$ cat src/rtl/game_flow_ctrl.sv
// game_flow_ctrl
//   Per-game sequencer for Tetris. It spawns pieces from a 7-bit LFSR and
//   runs the mover START/DONE handshake. It then pulses the board lock and
//   scans the rows bottom-up, requesting one clear per full row. Finally it
//   updates the lines, level and score and detects game over.
//
//   Optional feature macro: SCORING_EN (defined -> score accumulates,
//   undefined -> score tied to 0, no multiplier).
//
// Ports
//   CLK, RESET     clock; synchronous active-high reset
//   new_game       pulse, starts a game from Idle or GameOver
//   move_start     level START to the mover      / move_done  mover DONE
//   lock_start     1-cycle board write pulse     / lock_done  write complete
//   row_full       per-row full flags from the board
//   clear_row_req  row delete request, clear_row_idx row, clear_ack done
//   spawn_blocked  spawn position overlaps the board
//   piece_type     active piece; next_piece preview piece (0..6)
//   level, lines, score  game statistics
//   playing        high from Spawn through Score; game_over high in GameOver
module game_flow_ctrl #(
    parameter int unsigned NUM_ROWS        = 20,
    parameter int unsigned LINES_PER_LEVEL = 10,
    parameter int unsigned MAX_LEVEL       = 19,
    parameter logic [6:0]  LFSR_SEED       = 7'h5A
) (
    input  logic                CLK,
    input  logic                RESET,
    input  logic                new_game,
    output logic                move_start,
    input  logic                move_done,
    output logic                lock_start,
    input  logic                lock_done,
    input  logic [NUM_ROWS-1:0] row_full,
    output logic                clear_row_req,
    output logic [4:0]          clear_row_idx,
    input  logic                clear_ack,
    input  logic                spawn_blocked,
    output logic [2:0]          piece_type,
    output logic [2:0]          next_piece,
    output logic [31:0]         level,
    output logic [15:0]         lines,
    output logic [31:0]         score,
    output logic                playing,
    output logic                game_over
);

    typedef enum logic [3:0] {
        S_IDLE,
        S_SPAWN,
        S_SPAWN_CHK,
        S_MOVE,
        S_LOCK,
        S_LOCK_WAIT,
        S_SCAN_WAIT,
        S_SCAN,
        S_CLEAR,
        S_SCORE,
        S_GAME_OVER
    } state_t;

    state_t      r_state;
    state_t      w_next;
    logic        w_start_game;

    logic [6:0]  r_lfsr;
    logic        r_draw_pend;
    logic [2:0]  r_piece;
    logic [2:0]  r_next_piece;
    logic [4:0]  r_idx;
    logic [2:0]  r_cleared;
    logic [15:0] r_lines;
    logic [31:0] r_level;
    logic [31:0] r_lil;

    logic [2:0]  w_draw;
    logic        w_draw_ok;
    logic [16:0] w_lines_sum;
    logic [31:0] w_lil_sum;

    assign w_draw      = r_lfsr[2:0];
    assign w_draw_ok   = (w_draw != 3'd7);
    assign w_lines_sum = {1'b0, r_lines} + {14'd0, r_cleared};
    assign w_lil_sum   = r_lil + {29'd0, r_cleared};

    assign piece_type  = r_piece;
    assign next_piece  = r_next_piece;
    assign level       = r_level;
    assign lines       = r_lines;

    always_ff @(posedge CLK) begin
        if (RESET) begin
            r_state <= S_IDLE;
        end else begin
            r_state <= w_next;
        end
    end

    always_comb begin
        w_next        = r_state;
        w_start_game  = 1'b0;
        move_start    = 1'b0;
        lock_start    = 1'b0;
        clear_row_req = 1'b0;
        clear_row_idx = '0;
        playing       = 1'b0;
        game_over     = 1'b0;
        case (r_state)
            S_IDLE: begin
                if (new_game) begin
                    w_start_game = 1'b1;
                    w_next       = S_SPAWN;
                end
            end
            S_SPAWN: begin
                playing = 1'b1;
                w_next  = S_SPAWN_CHK;
            end
            S_SPAWN_CHK: begin
                playing = 1'b1;
                // A DONE still high from the previous piece must drop before
                // START is raised again.
                if (spawn_blocked) begin
                    w_next = S_GAME_OVER;
                end else if (!move_done) begin
                    w_next = S_MOVE;
                end
            end
            S_MOVE: begin
                playing    = 1'b1;
                move_start = 1'b1;
                if (move_done) begin
                    w_next = S_LOCK;
                end
            end
            S_LOCK: begin
                playing    = 1'b1;
                lock_start = 1'b1;
                w_next     = S_LOCK_WAIT;
            end
            S_LOCK_WAIT: begin
                playing = 1'b1;
                if (lock_done) begin
                    w_next = S_SCAN_WAIT;
                end
            end
            S_SCAN_WAIT: begin
                playing = 1'b1;
                w_next  = S_SCAN;
            end
            S_SCAN: begin
                playing = 1'b1;
                if (row_full[r_idx]) begin
                    w_next = S_CLEAR;
                end else if (r_idx == 5'd0) begin
                    w_next = S_SCORE;
                end
            end
            S_CLEAR: begin
                playing       = 1'b1;
                clear_row_req = 1'b1;
                clear_row_idx = r_idx;
                // Rescan the same index: the rows above have moved into it.
                if (clear_ack) begin
                    w_next = S_SCAN_WAIT;
                end
            end
            S_SCORE: begin
                playing = 1'b1;
                w_next  = S_SPAWN;
            end
            S_GAME_OVER: begin
                game_over = 1'b1;
                if (new_game) begin
                    w_start_game = 1'b1;
                    w_next       = S_SPAWN;
                end
            end
            default: begin
                w_next = S_IDLE;
            end
        endcase
    end

    always_ff @(posedge CLK) begin
        if (RESET) begin
            r_lfsr       <= LFSR_SEED;
            r_draw_pend  <= 1'b1;
            r_piece      <= '0;
            r_next_piece <= '0;
            r_idx        <= 5'(NUM_ROWS - 1);
            r_cleared    <= '0;
            r_lines      <= '0;
            r_level      <= '0;
            r_lil        <= '0;
        end else begin
            // x^7 + x^6 + 1
            r_lfsr <= {r_lfsr[5:0], r_lfsr[6] ^ r_lfsr[5]};

            // A draw of 7 leaves the preview unchanged and retries each
            // cycle until a legal piece comes up.
            if (r_state == S_SPAWN) begin
                r_piece     <= r_next_piece;
                r_draw_pend <= !w_draw_ok;
                if (w_draw_ok) begin
                    r_next_piece <= w_draw;
                end
            end else if (r_draw_pend && w_draw_ok) begin
                r_next_piece <= w_draw;
                r_draw_pend  <= 1'b0;
            end

            if (w_start_game) begin
                r_lfsr  <= LFSR_SEED;
                r_lines <= '0;
                r_level <= '0;
                r_lil   <= '0;
            end

            if (r_state == S_LOCK_WAIT && lock_done) begin
                r_cleared <= '0;
                r_idx     <= 5'(NUM_ROWS - 1);
            end

            if (r_state == S_SCAN && !row_full[r_idx] && r_idx != 5'd0) begin
                r_idx <= r_idx - 5'd1;
            end

            if (r_state == S_CLEAR && clear_ack && r_cleared != 3'd4) begin
                r_cleared <= r_cleared + 3'd1;
            end

            if (r_state == S_SCORE) begin
                r_lines <= w_lines_sum[16] ? 16'hFFFF : w_lines_sum[15:0];
                if (w_lil_sum >= LINES_PER_LEVEL) begin
                    r_lil <= w_lil_sum - LINES_PER_LEVEL;
                    if (r_level < MAX_LEVEL) begin
                        r_level <= r_level + 32'd1;
                    end
                end else begin
                    r_lil <= w_lil_sum;
                end
            end
        end
    end

`ifdef SCORING_EN
    logic [31:0] r_score;
    logic [10:0] w_base;
    logic [43:0] w_prod;
    logic [44:0] w_score_sum;

    always_comb begin
        case (r_cleared)
            3'd1:    w_base = 11'd40;
            3'd2:    w_base = 11'd100;
            3'd3:    w_base = 11'd300;
            3'd4:    w_base = 11'd1200;
            default: w_base = 11'd0;
        endcase
    end

    // Uses the level before this Score cycle's update.
    assign w_prod      = 44'(w_base) * (44'(r_level) + 44'd1);
    assign w_score_sum = 45'(r_score) + 45'(w_prod);

    always_ff @(posedge CLK) begin
        if (RESET) begin
            r_score <= '0;
        end else if (w_start_game) begin
            r_score <= '0;
        end else if (r_state == S_SCORE) begin
            r_score <= (|w_score_sum[44:32]) ? 32'hFFFF_FFFF : w_score_sum[31:0];
        end
    end

    assign score = r_score;
`else
    assign score = '0;
`endif

endmodule

$ cat config.mk
export PLATFORM = sky130hd
export DESIGN_NAME = game_flow_ctrl
export DESIGN_NICKNAME = d
export VERILOG_FILES = /design/src/rtl/game_flow_ctrl.sv
export SDC_FILE = /design/constraint.sdc
export NUM_CORES = 1
export LEC_CHECK = 0
export ABC_AREA = 1
export BUFFER_PORTS_ARGS = -buffer_cell sky130_fd_sc_hd__buf_4
export CORE_MARGIN = 10
export CORE_UTILIZATION = 52
export CTS_CLUSTER_DIAMETER = 60
export DETAILED_ROUTE_END_ITERATION = 6
export GPL_TIMING_DRIVEN = 0
export PLACE_DENSITY_LB_ADDON = 0.15
export SLEW_MARGIN = 20
export SYNTH_ARGS = -nofsm -noshare
export SYNTH_HDL_FRONTEND = slang
export SYNTH_SLANG_ARGS = --single-unit
$ cat constraint.sdc
create_clock -name CLK -period 2.3 [get_ports CLK]
set_input_delay 0.46 -clock CLK [delete_from_list [all_inputs] [get_ports CLK]]
set_output_delay 0.46 -clock CLK [all_outputs]
set_load 0.03 [all_outputs]
# After elaboration in Yosys (flattened, before gate mapping)

Index checks and enable logic that the tools add are counted.

Register bits: 106
Latch bits: 0
Memory bits (writable): 0
Bits in read-only memories: 0
Input bits: 27
Memories: 0

Add/sub/neg operators: 6
Multiply operators: 0
Div/mod/pow operators: 0
Order comparisons: 3
Equal/unequal tests: 19
Shift-type cells: 0
Muxes and demuxes: 38
Bitwise operators: 1
Reduce and logical (&&, ||, !) cells: 20

Operators by type and width:

| operator              | number |
|---|---|
| $mux 32               | 7 |
| $mux 16               | 3 |
| $pmux 4 s10           | 1 |
| $add 32x1->32 const B | 1 |
| $add 32x3->32         | 1 |
| $ge 32x4->1 const B   | 1 |
| $lt 32x5->1 const B   | 1 |
| $mux 4                | 8 |
| $sub 32x4->32 const B | 1 |
| $add 16x3->17         | 1 |
| $eq 4x3->1 const B    | 4 |
| $mux 3                | 5 |
| $mux 5                | 3 |
| $eq 4x4->1 const B    | 3 |
| $ne 3x3->1 const B    | 4 |
| $mux 1                | 10 |
| $reduce_or 9->1       | 1 |
| $eq 4x2->1 const B    | 2 |
| $ne 2x2->1 const B    | 4 |
| $reduce_bool 2->1     | 4 |
| $logic_and 1x1->1     | 6 |
| $lt 5x6->1 const B    | 1 |
| $reduce_and 6->1      | 1 |
| $bmux 1 s5            | 1 |
| other kinds (11)      | 13 |

# Logic depth before layout (Yosys ltp)

Gate-level depths: netlist (run 1).

Depth in word-level cells: 7
Depth in mapped cells: 19
Gate-level depth less buffers: 19

# Worst setup path after synthesis (run 1)

OpenSTA, ideal clock, no wires.

Path type: reg2reg
Start: register r_lines[0], in the netlist lines[0]
End: register r_lines[0], in the netlist lines[0]
Library setup time: 0.070 ns
Arrival time: 2.721 ns
Data required time: 2.230 ns
Slack: -0.492 ns
Cell stages (with the launch flop): 15
Cell sequence: dfxtp_1 -> ha_1 -> inv_1 -> fa_1 -> o21ai_0 -> nand2_1 -> nor3_1 -> nand3_1 -> nor3_1 -> nand2_1 -> nor2_1 -> nand2_1 -> inv_1 -> o21ai_0 -> a21oi_1

Word-level cells in the longest chain between the ends: 3

Ends and longest elaborated chain:

| what                     | line | RTL |
|---|---|---|
| start: declaration       | 72   | `logic [15:0] r_lines;` |
| start signal: assignment | 234  | `r_lines <= w_lines_sum[16] ? 16'hFFFF : w_lines_sum[15:0];` |
| $add 16x3->17            | 83   | `assign w_lines_sum = {1'b0, r_lines} + {14'd0, r_cleared};` |
| $mux 16                  | 234  |  |
| $mux 16                  | 233  | `if (r_state == S_SCORE) begin` |

No other way between the ends.
A chain may end at the register's enable or synchronous reset.

# Final worst setup path (run 1)

Start: register r_cleared[0]
End: register r_lil[24]

Word-level cells in the longest chain between the ends: 4
Elaborated cells between the ends (all ways): 5

Ends and longest elaborated chain:

| what                                                | line     | RTL |
|---|---|---|
| start: declaration                                  | 71       | `logic [2:0] r_cleared;` |
| start signal: assignment                            | 230      | `r_cleared <= r_cleared + 3'd1;` |
| $add 32x3->32 (*)                                   | 84       | `assign w_lil_sum = r_lil + {29'd0, r_cleared};` |
| $sub 32x4->32 / $ge 32x4->1 (equally long branches) | 236, 235 |  |
| $mux 32 (*)                                         | 235      | `if (w_lil_sum >= LINES_PER_LEVEL) begin` |
| $mux 32 (*)                                         | 233      |  |
| end signal: assignment                              | 236      | `r_lil <= w_lil_sum - LINES_PER_LEVEL;` |
| end signal: assignment                              | 241      | `r_lil <= w_lil_sum;` |
| end: declaration                                    | 74       | `logic [31:0] r_lil;` |

Mark *: on every way between the ends. The rest lies on a longest branch, timed or not.

==> results of run 1 <==
## repair_timing
item / CTS / global route
endpoints found under the hold margin: 0 / 0
hold buffers: 0 / 0
gates resized for setup: 71 / 55
pin swaps: 42 / 40
buffers inserted: 34 / 11
setup endpoints to repair: 52 / 78
cloned: 3 / 0
## registers in the layout, indices dropped and copies added (netlist names)
name and flops:
r_lil 32, r_state 4, r_idx 5, piece_type 3, r_draw_pend 1, level 32
r_lfsr 7, r_cleared 3, lines 16, next_piece 3
## synthesized netlist by cell type (4+ instances only)
cell and number:
a21oi_1 68, inv_2 6, buf_2 5, nand2_1 369, nand2_2 13, dfxtp_1 106
nor2_2 11, buf_4 32, nor2_4 5, xor2_1 14, inv_1 121, xnor2_1 4
o21ai_0 58, clkbuf_1 22, nand3_1 69, nor2_1 159, nand4_1 40, nor3_1 5
ha_1 11, nor4_1 6
## layer usage
| layer | wire length, µm | vias up | share of wire, % |
|---|---|---|---|
| met2 | 10200 | 324 | 46 |
| met1 | 9390 | 3538 | 42 |
| li1 | - | 3996 | - |
| met5 | 0 | - | 0 |
| met3 | 2050 | 42 | 9.3 |
| met4 | 474 | 0 | 2.1 |
## cell type report
cell class,count,share of cell area [%]
Multi-Input combinational cell,895,49.9
Sequential cell,106,23.2
Timing Repair Buffer,136,11.5
Buffer,60,4.26
Clock buffer,10,2.59
Timing Repair inverter,1,0.0815
Inverter,128,5.38
Clock inverter,6,0.679
Tap cell,176,2.39
## cells by family (layout without fill, tap and decap cells)
logic type	after synthesis	in the layout
simple gates	689	690
buf+inv	188	341
compound gates	142	142
flops	106	106
xor+xnor	18	18
fa+ha+maj	13	13
other cells	1	32
## worst paths after layout
check / to / slack, ns / cells after the start
max: r_lil[24]$_SDFFE_PP0P_ / -0.44 / 18
min: r_lfsr[3]$_SDFF_PP1_ / 0.38 / 3
max reg2reg: r_lil[24]$_SDFFE_PP0P_ / -0.44 / 18
min reg2reg: r_lfsr[5]$_SDFF_PP0_ / 0.41 / 2
## power by group
group | total (mW) | leakage [nW] | internal, mW | switching [mW]
sequential | 2.02 | 0.863 | 1.95 | 0.0737
clock | 1.60 | 0.149 | 0.797 | 0.802
combinational | 1.55 | 3.36 | 0.467 | 1.08
## through the flow
step                      worst slack [ns]  util (%)  total power, mW
after floorplan                     -0.112         -             3.07
after global placement              -0.518      61.7             3.54
after detailed placement            -0.583      61.7             3.54
after CTS                           -0.336      68.2             5.15
after global routing                -0.542      69.6             5.44
final                               -0.441      69.6             5.17
## worst reg2reg max path, stage by stage, from the launching register on
cell	delay, ns
dfxtp_4	0.36
ha_4	0.16
fa_2	0.42
nand3_4	0.14
nand2_8	0.10
nand2_8	0.11
nor2_8	0.05
buf_6	0.13
nand2_4	0.06
nand2_2	0.06
nand2_2	0.08
nand2_2	0.07
nor2_4	0.10
nand2_2	0.08
nor2_4	0.20
nand2_8	0.12
buf_8	0.17
nand4_1	0.10
a21oi_1	0.08
==> impl_metrics.sql, run 1 <==
INSERT INTO impl_metrics (metric_group, metric, value, unit) VALUES
('synthesis', 'synth_top_cells_by_area', 'dfxtp_1 30%, nand2_1 20%, nor2_1 8.5%', ''),
('sta', 'fin_hold_ws', '0.381', 'ns'),
('synthesis', 'ys.warnings.count', '0', ''),
('place', 'sum_of_net_half_perimeters_after_detailed_placement', '16000', 'µm'),
('route', 'drt_wl_total', '22200', 'µm'),
('cts', 'cts_max_path_buffers', '2', ''),
('sta', 'setup_viol', '52', ''),
('synthesis', 'ys_dominant_reg_cell', 'dfxtp_1', ''),
('critical_path', 'critical_path_arrival', '2.96', 'ns'),
('critical_path', 'setup.worst_path.start_class', 'flop', ''),
('route', 'route.antenna.remaining_nets', '0', ''),
('synthesis', 'netlist_area', '0.00701', 'mm²'),
('final_layout', 'fillerInstances', '1202', ''),
('place', 'placed_area', '0.00817', 'mm²'),
('pwr', 'p_leak', '4.37', 'nW'),
('critical_path', 'cpLargestDelayFamily', 'simple AND/OR/NAND/NOR gates', ''),
('place', 'dp_cells', '1454', ''),
('final_layout', 'design_area', '0.00922', 'mm²'),
('hold_path', 'holdCritStartpoint', 'RESET', ''),
('sta', 'report.final.hold_viol_count', '0', ''),
('route', 'number_of_design_rule_violations_left_by_the_first_detailed_router_iteration', '756', ''),
('global_routing', 'grt_met1_use', '28.7', '%'),
('status', 'violations', 'setup timing', ''),
('critical_path', 'cp_slowest_cell', 'fa_2', ''),
('final_layout', 'final_common_cell', 'nand2_1', ''),
('global_routing', 'wire_length_of_the_first_global_routing_pass', '35300', 'µm'),
('critical_path', 'critPathMostFrequentCell', 'nand2_2', ''),
('sta', 'setup_ws', '-0.441', 'ns'),
('sta', 'grt_setup_unrepaired', 'yes', ''),
('synthesis', 'synth_adder_area_share', '2.54', '%'),
('synthesis', 'count_of_flip_flops_with_a_built_in_enable_after_synthesis', '0', ''),
('sta', 'setup_tns', '-18.22', 'ns'),
('synthesis', 'post-synth-top-area-fraction', '30.3', '%'),
('critical_path', 'setup.worst_path.class', 'flop to flop', ''),
('cts', 'tritoncts.num_buffers', '9', ''),
('cts', 'clock_tree_root', 'clkbuf_16', ''),
('sta', 'maxSlewViolCount', '0', ''),
('final_layout', 'post_route_cells_drive_above_1_share', '24.7', '%'),
('place', 'gp_congestion', '0.964', ''),
('place', 'place.port_buffers', '90', ''),
('cts', 'clk_pin_slew_worst_paths', '0.08', 'ns'),
('global_routing', 'remaining_global_route_overflow', '0', ''),
('global_routing', 'grt_pass1_vias', '7262', ''),
('critical_path', 'timing.critical_path.to_type', 'flop', ''),
('sta', 'worst_pin_slew', '0.693', 'ns'),
('global_routing', 'global_route.peak_usage_layer', 'met2', ''),
('cts', 'cts_tree', 'built', ''),
('floorplanning', 'core-area', '0.0132', 'mm²'),
('job', 'max_cap_violations', '0', ''),
('synthesis', 'post_synthesis_compound_gate_area_fraction', '10.7', '%'),
('sta', 'fmax', '0.365', 'GHz'),
('critical_path', 'critical_path.cell_chain', 'ha_4 -> fa_2 -> nand3_4 -> nand2_8 -> nand2_8 -> nor2_8 -> buf_6 -> nand2_4 -> nand2_2 -> nand2_2 -> nand2_2 -> nor2_4 -> nand2_2 -> nor2_4 -> nand2_8 -> buf_8 -> nand4_1 -> a21oi_1', ''),
('global_routing', 'groute.layer.met2.usage', '38.2', '%'),
('global_routing', 'groute.layer.met3.usage', '6.68', '%'),
('cts', 'cts_sinks', '106', ''),
('route', 'drc', '0', ''),
('final_layout', 'multiInputGateArea', '0.00460', 'mm²'),
('hold_path', 'min-delay-path-class', 'input port to flop', ''),
('final_layout', 'final_net_count', '1377', ''),
('status', 'result_of_the_run', 'finished with violations', ''),
('global_routing', 'antenna_found_initial', '0', ''),
('critical_path', 'timing.critical_path.fanout_max', '10', ''),
('synthesis', 'synth_top_family_by_area', 'simple AND/OR/NAND/NOR gates', ''),
('final_layout', 'final-seq-area', '0.00214', 'mm²'),
('floorplanning', 'die-area', '0.0185', 'mm²'),
('final_layout', 'final_cell_mix', '338 x nand2_1, 163 x buf_4, 141 x nor2_1', ''),
('final_layout', 'antenna_cells', '0', ''),
('sta', 'timing.slew.headroom', '53.8', '%'),
('critical_path', 'crit_path_start', 'r_cleared[0]$_SDFFE_PP0P_', ''),
('sta', 'fin_crit', '2.74', 'ns'),
('floorplanning', 'floorplan.die.height', '136', 'µm');
Note: power is estimated with default switching activity, not from simulation.
==> inputs of run 2 (changes only) <==
--- a/config.mk
+++ b/config.mk
@@ -12,7 +12,7 @@
 export CTS_CLUSTER_DIAMETER = 60
 export DETAILED_ROUTE_END_ITERATION = 6
 export GPL_TIMING_DRIVEN = 0
-export PLACE_DENSITY_LB_ADDON = 0.15
+export PLACE_DENSITY = 0.78
 export SLEW_MARGIN = 20
 export SYNTH_ARGS = -nofsm -noshare
 export SYNTH_HDL_FRONTEND = slang
==> impl_metrics.sql, run 2 (synthesis gave the netlist of run 1 again) <==
INSERT INTO impl_metrics (metric_group, metric, value, unit) VALUES
('cts', 'number_of_hold_buffers_added_after_cts', '0', ''),
('critical_path', 'worst-r2r-setup-slack', '-0.42', 'ns'),
('critical_path', 'cpLargestDelayFamily', 'simple AND/OR/NAND/NOR gates', ''),
('global_routing', 'grt_pass1_vias', '7514', ''),
('global_routing', 'wire_length_of_the_first_global_routing_pass', '36600', 'µm'),
('final_layout', 'post_layout_nonfiller_instances', '1521', ''),
('cts', 'tritoncts.num_buffers', '9', ''),
('pwr', 'power_density_cells', '539', 'mW/mm²'),
('hold_path', 'hold_critical_path_endpoint', 'r_lfsr[1]$_SDFF_PP1_', ''),
('final_layout', 'final_net_count', '1380', ''),
('final_layout', 'post_route_cells_drive_above_1_share', '26.5', '%'),
('final_layout', 'areaGrowthSynthToFinish', '34.4', '%'),
('critical_path', 'cp_slowest_stage_delay', '0.45', 'ns'),
('critical_path', 'critical_path.cell_chain', 'ha_4 -> fa_2 -> nand2_1 -> nand2_1 -> nand2_2 -> nand2_2 -> nand2_4 -> inv_2 -> nor2_2 -> nand2_2 -> nor2_4 -> nand3_4 -> inv_4 -> nand2_4 -> buf_6 -> buf_8 -> nand4_1 -> a21oi_1', ''),
('critical_path', 'crit_buf_inv', '4', ''),
('sta', 'fmax', '0.368', 'GHz'),
('route', 'wl_per_cell', '15.0', 'µm'),
('cts', 'clk_pin_slew_worst_paths', '0.08', 'ns'),
('global_routing', 'remaining_global_route_overflow', '0', ''),
('global_routing', 'all_layer_global_routing_usage', '24.1', '%'),
('route', 'number_of_design_rule_violations_left_by_the_first_detailed_router_iteration', '824', ''),
('pwr', 'irDropWorstVdd', '0.718', 'mV'),
('status', 'result_of_the_run', 'finished with violations', ''),
('critical_path', 'timing.critical_path.required', '2.52', 'ns'),
('cts', 'cts_tree', 'built', ''),
('critical_path', 'critPathMostFrequentCell', 'nand2_2', ''),
('critical_path', 'setup.worst_path.start_class', 'flop', ''),
('final_layout', 'antenna_cells', '0', ''),
('sta', 'fin_hold_ws', '0.388', 'ns'),
('critical_path', 'worst_r2r_endpoint', 'r_lil[29]$_SDFFE_PP0P_', ''),
('route', 'drc', '0', ''),
('critical_path', 'timing.critical_path.fanout_max', '5', ''),
('sta', 'fin_crit', '2.72', 'ns'),
('place', 'dp_cells', '1454', ''),
('cts', 'cts_sinks', '106', ''),
('sta', 'report.final.hold_viol_count', '0', ''),
('critical_path', 'timing.critical_path.to_type', 'flop', ''),
('job', 'max_cap_violations', '0', ''),
('sta', 'worst_pin_slew', '0.680', 'ns'),
('route', 'drt_wl_total', '22800', 'µm'),
('hold_path', 'holdCritStartpoint', 'RESET', ''),
('sta', 'skew', '0.0118', 'ns'),
('place', 'place_ws', '-0.534', 'ns'),
('floorplanning', 'die-area', '0.0185', 'mm²'),
('route', 'drtPass1Iterations', '6', ''),
('critical_path', 'critical_path_arrival', '2.94', 'ns'),
('cts', 'cts_max_path_buffers', '2', ''),
('place', 'sum_of_net_half_perimeters_after_detailed_placement', '16200', 'µm'),
('floorplanning', 'fp-row-count', '42', ''),
('final_layout', 'final_common_cell', 'nand2_1', ''),
('hold_path', 'hold_path_depth', '3', ''),
('sta', 'timing.slew.headroom', '54.6', '%'),
('route', 'route.antenna.remaining_nets', '0', ''),
('sta', 'setup_viol', '52', ''),
('sta', 'setup_ws', '-0.418', 'ns'),
('sta', 'final_min_period_over_clock_period', '118', '%'),
('floorplanning', 'floorplan.die.height', '136', 'µm'),
('final_layout', 'final_cell_mix', '327 x nand2_1, 164 x buf_4, 138 x nor2_1', ''),
('pwr', 'p_leak', '4.38', 'nW'),
('critical_path', 'cp_slowest_cell', 'fa_2', ''),
('global_routing', 'grt_start_max_net_pins', '18', ''),
('sta', 'maxSlewViolCount', '0', ''),
('floorplanning', 'floorplan.initialDensity', '52.9', '%'),
('route', 'via_per_inst', '5.32', ''),
('cts', 'ctsHtreeMaxLevel', '3', ''),
('place', 'place.port_buffers', '90', ''),
('cts', 'clock_tree_root', 'clkbuf_16', ''),
('place', 'gp_congestion', '1.00', ''),
('floorplanning', 'ios', '123', ''),
('status', 'violations', 'setup timing', ''),
('critical_path', 'r2r-start', 'r_cleared[0]$_SDFFE_PP0P_', ''),
('cts', 'clock_network_latency_to_the_later_pin_of_the_worst_skew_pair', '0.35', 'ns'),
('sta', 'grt_setup_unrepaired', 'yes', ''),
('global_routing', 'antenna_found_initial', '0', ''),
('route', 'overall_via_count_from_detail_route', '8091', ''),
('floorplanning', 'dieWidth', '136', 'µm'),
('floorplanning', 'core-area', '0.0132', 'mm²'),
('critical_path', 'worst-r2r-cell-count', '18', ''),
('hold_path', 'min-delay-path-class', 'input port to flop', ''),
('critical_path', 'setup.worst_path.class', 'flop to flop', '');
## run 2: cell count changes in the layout (fill, tap and decap cells not counted), moves of 5 or more
cell / change
nand2_4: +6
o21ai_1: -5
nor2_4: +9
nand2_1: -11
nor2_2: -5
nand3_1: -5
o21ai_0: +5
## run 2: what timing repair did
item | CTS | global route
pin swaps | 55 | 40
resized for setup | 82 | 82
endpoints found under the hold margin | 0 | 0
endpoints found under the setup margin | 53 | 80
cloned | 4 | 1
buffers inserted | 33 | 13
## run 2: cell type report
type / count / area (µm²)
Sequential cell: 106 / 2140
Timing Repair inverter: 1 / 7.51
Fill cell: 1184 / 3830
Inverter: 128 / 493
Clock inverter: 4 / 27.5
Buffer: 60 / 397
Multi-Input combinational cell: 895 / 4750
Tap cell: 176 / 220
Timing Repair Buffer: 139 / 1130
Clock buffer: 12 / 246
## run 2: worst min-delay path: stages
cell and delay, ns:
buf_4 0.10, nor2_1 0.08, nand2_1 0.06
## run 2: stage by stage
step	TNS [ns]	cell area (µm²)	total power, mW	util [%]
detailed placement	-24.89	8170	3.56	61.7
finish	-15.26	9420	5.07	71.1
global placement	-23.41	8170	3.55	61.7
floorplan	-1.75	7280	3.07	-
CTS	-12.37	9030	5.05	68.2
global route	-23.00	9420	5.33	71.1
## run 2: routing by layer
metal  global-route usage [%]  routed length, µm
met5                        0                  0
met2                     38.3              10500
met1                     31.1               9760
met4                     9.94                653
met3                     5.09               1940
## run 2: worst max path at each step
stage / from / to / cells after the start
CTS: r_cleared[0]$_SDFFE_PP0P_ / r_lil[24]$_SDFFE_PP0P_ / 18
global placement: r_cleared[2]$_SDFFE_PP0P_ / r_lil[1]$_SDFFE_PP0P_ / 16
finish: r_cleared[0]$_SDFFE_PP0P_ / r_lil[29]$_SDFFE_PP0P_ / 18
detailed placement: r_cleared[2]$_SDFFE_PP0P_ / r_lil[1]$_SDFFE_PP0P_ / 16
global route: r_cleared[0]$_SDFFE_PP0P_ / r_lil[3]$_SDFFE_PP0P_ / 19
floorplan: lines[0]$_SDFFE_PP0P_ / lines[0]$_SDFFE_PP0P_ / 14
## run 2: power by group
group          internal [mW]  total, mW  switching, mW
sequential              1.95       2.02         0.0734
combinational          0.471       1.56           1.09
clock                  0.769       1.49          0.723
==> inputs of run 3 (changes only) <==
--- a/config.mk
+++ b/config.mk
@@ -13,6 +13,7 @@
 export DETAILED_ROUTE_END_ITERATION = 6
 export GPL_TIMING_DRIVEN = 0
 export PLACE_DENSITY = 0.78
+export REMOVE_ABC_BUFFERS = 1
 export SLEW_MARGIN = 20
 export SYNTH_ARGS = -nofsm -noshare
 export SYNTH_HDL_FRONTEND = slang
==> constraint.sdc (replaced) <==
create_clock -name CLK -period 2.3 [get_ports CLK]
set_input_delay 0.345 -clock CLK [delete_from_list [all_inputs] [get_ports CLK]]
set_output_delay 0.345 -clock CLK [all_outputs]
set_load 0.03 [all_outputs]
==> impl_metrics.sql, run 3 (synthesis gave the netlist of run 1 again) <==
INSERT INTO impl_metrics (metric_group, metric, value, unit) VALUES
('global_routing', 'antenna_found_initial', '0', ''),
('cts', 'clk_pin_slew_worst_paths', '0.08', 'ns'),
('critical_path', 'cp_slowest_stage_delay', '0.37', 'ns'),
('status', 'violations', 'setup timing', ''),
('global_routing', 'remaining_global_route_overflow', '0', ''),
('route', 'drc', '0', ''),
('route', 'drt_wl_total', '22300', 'µm'),
('sta', 'setup_viol', '52', ''),
('floorplanning', 'die-area', '0.0185', 'mm²'),
('sta', 'grt_setup_unrepaired', 'yes', ''),
('route', 'overall_via_count_from_detail_route', '7938', ''),
('pwr', 'net-switching-power', '2.07', 'mW'),
('cts', 'cts_sinks', '106', ''),
('pwr', 'power.internal', '3.36', 'mW'),
('sta', 'fin_crit', '2.73', 'ns'),
('cts', 'cts_tree', 'built', ''),
('hold_path', 'holdCritStartpoint', 'lock_done', ''),
('route', 'via_per_inst', '5.42', ''),
('critical_path', 'timing.critical_path.fanout_max', '6', ''),
('global_routing', 'wire_length_of_the_first_global_routing_pass', '34100', 'µm'),
('final_layout', 'post_layout_nonfiller_instances', '1464', ''),
('final_layout', 'final-seq-area', '0.00214', 'mm²'),
('pwr', 'power_frac_clock', '31.4', '%'),
('critical_path', 'critical_path.cell_chain', 'ha_4 -> nand2_1 -> nor2_1 -> nand3_1 -> nand2_2 -> nand3_1 -> nand2_1 -> nand2_2 -> nor2_4 -> nand2_2 -> nor2_4 -> buf_6 -> nand2_8 -> buf_6 -> nand4_1 -> a21oi_1', ''),
('cts', 'tritoncts.num_buffers', '9', ''),
('floorplanning', 'dieWidth', '136', 'µm'),
('route', 'wl_per_cell', '15.2', 'µm'),
('critical_path', 'worst_r2r_endpoint', 'r_lil[12]$_SDFFE_PP0P_', ''),
('cts', 'clock_tree_root', 'clkbuf_16', ''),
('route', 'drtPass1Iterations', '5', ''),
('final_layout', 'final_cell_mix', '318 x nand2_1, 135 x nor2_1, 127 x buf_4', ''),
('critical_path', 'worst-r2r-cell-count', '16', ''),
('critical_path', 'r2r-start', 'r_cleared[2]$_SDFFE_PP0P_', ''),
('pwr', 'p_leak', '4.20', 'nW'),
('route', 'route.antenna.remaining_nets', '0', ''),
('hold_path', 'hold_path_depth', '4', ''),
('hold_path', 'hold_critical_path_endpoint', 'r_cleared[2]$_SDFFE_PP0P_', ''),
('critical_path', 'critPathMostFrequentCell', 'nand2_2', ''),
('place', 'place_ws', '-0.976', 'ns'),
('place', 'sum_of_net_half_perimeters_after_detailed_placement', '14200', 'µm'),
('pwr', 'power_switching_share', '38.1', '%'),
('floorplanning', 'fp-row-count', '42', ''),
('sta', 'timing.slew.headroom', '34.8', '%'),
('pwr', 'irDropWorstVdd', '0.487', 'mV'),
('cts', 'ctsHtreeMaxLevel', '3', ''),
('critical_path', 'cp_slowest_cell', 'dfxtp_4', ''),
('floorplanning', 'floorplan.initialDensity', '52.9', '%'),
('place', 'place.port_buffers', '90', ''),
('global_routing', 'grt_pass1_vias', '6998', ''),
('floorplanning', 'floorplan.die.height', '136', 'µm'),
('final_layout', 'multiInputGateArea', '0.00488', 'mm²'),
('sta', 'setup_ws', '-0.428', 'ns'),
('cts', 'number_of_hold_buffers_added_after_cts', '0', ''),
('sta', 'worst_pin_slew', '0.978', 'ns'),
('status', 'result_of_the_run', 'finished with violations', ''),
('sta', 'skew', '0.00770', 'ns'),
('critical_path', 'critical_path_arrival', '2.94', 'ns'),
('final_layout', 'antenna_cells', '0', ''),
('pwr', 'power.sequential.fraction', '37.4', '%'),
('final_layout', 'final_net_count', '1323', ''),
('sta', 'fmax', '0.367', 'GHz'),
('hold_path', 'min-delay-path-class', 'input port to flop', ''),
('critical_path', 'setup.worst_path.class', 'flop to flop', ''),
('sta', 'final_min_period_over_clock_period', '119', '%'),
('final_layout', 'final_common_cell', 'nand2_1', ''),
('critical_path', 'timing.critical_path.to_type', 'flop', ''),
('pwr', 'power_density_cells', '590', 'mW/mm²'),
('global_routing', 'grt_start_max_net_pins', '87', ''),
('sta', 'maxSlewViolCount', '0', ''),
('pwr', 'power_frac_comb', '31.2', '%'),
('place', 'gp_congestion', '0.958', ''),
('cts', 'clock_network_latency_to_the_later_pin_of_the_worst_skew_pair', '0.37', 'ns'),
('final_layout', 'post_route_cells_drive_above_1_share', '26.3', '%'),
('floorplanning', 'core-area', '0.0132', 'mm²'),
('critical_path', 'worst-r2r-setup-slack', '-0.43', 'ns'),
('sta', 'setup_tns', '-14.83', 'ns'),
('job', 'max_cap_violations', '0', ''),
('floorplanning', 'ios', '123', ''),
('sta', 'report.final.hold_viol_count', '0', ''),
('critical_path', 'timing.critical_path.required', '2.51', 'ns'),
('final_layout', 'fillerInstances', '1090', ''),
('route', 'number_of_design_rule_violations_left_by_the_first_detailed_router_iteration', '806', ''),
('global_routing', 'all_layer_global_routing_usage', '22.3', '%'),
('final_layout', 'areaGrowthSynthToFinish', '31.2', '%'),
('place', 'dp_cells', '1396', ''),
('critical_path', 'setup.worst_path.start_class', 'flop', ''),
('cts', 'cts_max_path_buffers', '2', '');
==> run 3: cell types whose count changed in the layout (fill, tap and decap cells not counted), sizes merged, moves of 2 or more <==
cell / before / now
nand2: 383 / 388
clkbuf: 35 / 9
inv: 128 / 130
buf: 175 / 136
==> run 3: how the worst max path moves through the flow <==
stage                                          from                     end  slack [ns]  cells after the start
after floorplan             r_state[0]$_SDFFE_PP0P_  lines[12]$_SDFFE_PP0P_       -1.34                      7
after global placement      r_state[0]$_SDFFE_PP0P_  r_lil[30]$_SDFFE_PP0P_       -4.34                      7
after detailed placement  r_cleared[0]$_SDFFE_PP0P_   r_lil[2]$_SDFFE_PP0P_       -0.98                     18
after CTS                 r_cleared[0]$_SDFFE_PP0P_   r_lil[2]$_SDFFE_PP0P_       -0.32                     19
after global routing      r_cleared[2]$_SDFFE_PP0P_   r_lil[1]$_SDFFE_PP0P_       -0.56                     17
final                     r_cleared[2]$_SDFFE_PP0P_  r_lil[12]$_SDFFE_PP0P_       -0.43                     16
==> run 3: area by class of cell <==
cell class                      count  area share (%)
Sequential cell                   106            23.3
Timing Repair Buffer              136            12.0
Clock buffer                        9            2.45
Tap cell                          176            2.40
Timing Repair inverter              1          0.0817
Clock inverter                      7            1.12
Inverter                          128            5.54
Multi-Input combinational cell    901            53.1
==> run 3: metrics by stage <==
step	util (%)	power, mW	cell area, µm²	hold slack (ns)
after floorplan	-	2.96	6760	0.393
after CTS	66.2	5.26	8770	0.336
after detailed placement	58.3	3.50	7720	0.406
final	69.4	5.43	9190	0.343
after global routing	69.4	5.68	9190	0.365
after global placement	57.8	3.38	7660	0.400
==> run 3: routing by layer <==
| layer | wire length (µm) | global-route usage, % | part of all wire [%] | up-vias |
|---|---|---|---|---|
| met5 | 0 | 0 | 0 | - |
| met4 | 560 | 7.75 | 2.5 | 0 |
| met3 | 2190 | 5.57 | 9.8 | 50 |
| met2 | 10500 | 36.2 | 47 | 366 |
| met1 | 9070 | 28.2 | 41 | 3622 |
| li1 | - | - | - | 3900 |
==> run 3: power groups by stage <==
stage	clock, mW	sequential, mW	combinational (mW)
after floorplan	0	2.12	0.837
after global placement	0	2.06	1.32
after detailed placement	0	2.06	1.44
after CTS	1.70	2.03	1.53
after global routing	1.79	2.04	1.84
final	1.70	2.03	1.69
==> run 3: timing repair <==
action                                  4_1_cts  5_1_grt
cloned                                        7        1
buffers inserted                             26       18
hold endpoints to repair                      0        0
pin swaps                                    48       61
endpoints found under the setup margin       61       67
gates resized for setup                     119       84
==> run 3: critical path, delay by kind of cell, from the launching register on <==
family	cells	cell delay, ns
buffers and inverters	2	0.27
AND/OR/NAND/NOR	12	1.51
adder cells (fa/ha/maj)	1	0.31
flip-flops	1	0.37
AO/OA/AOI/OAI	1	0.08
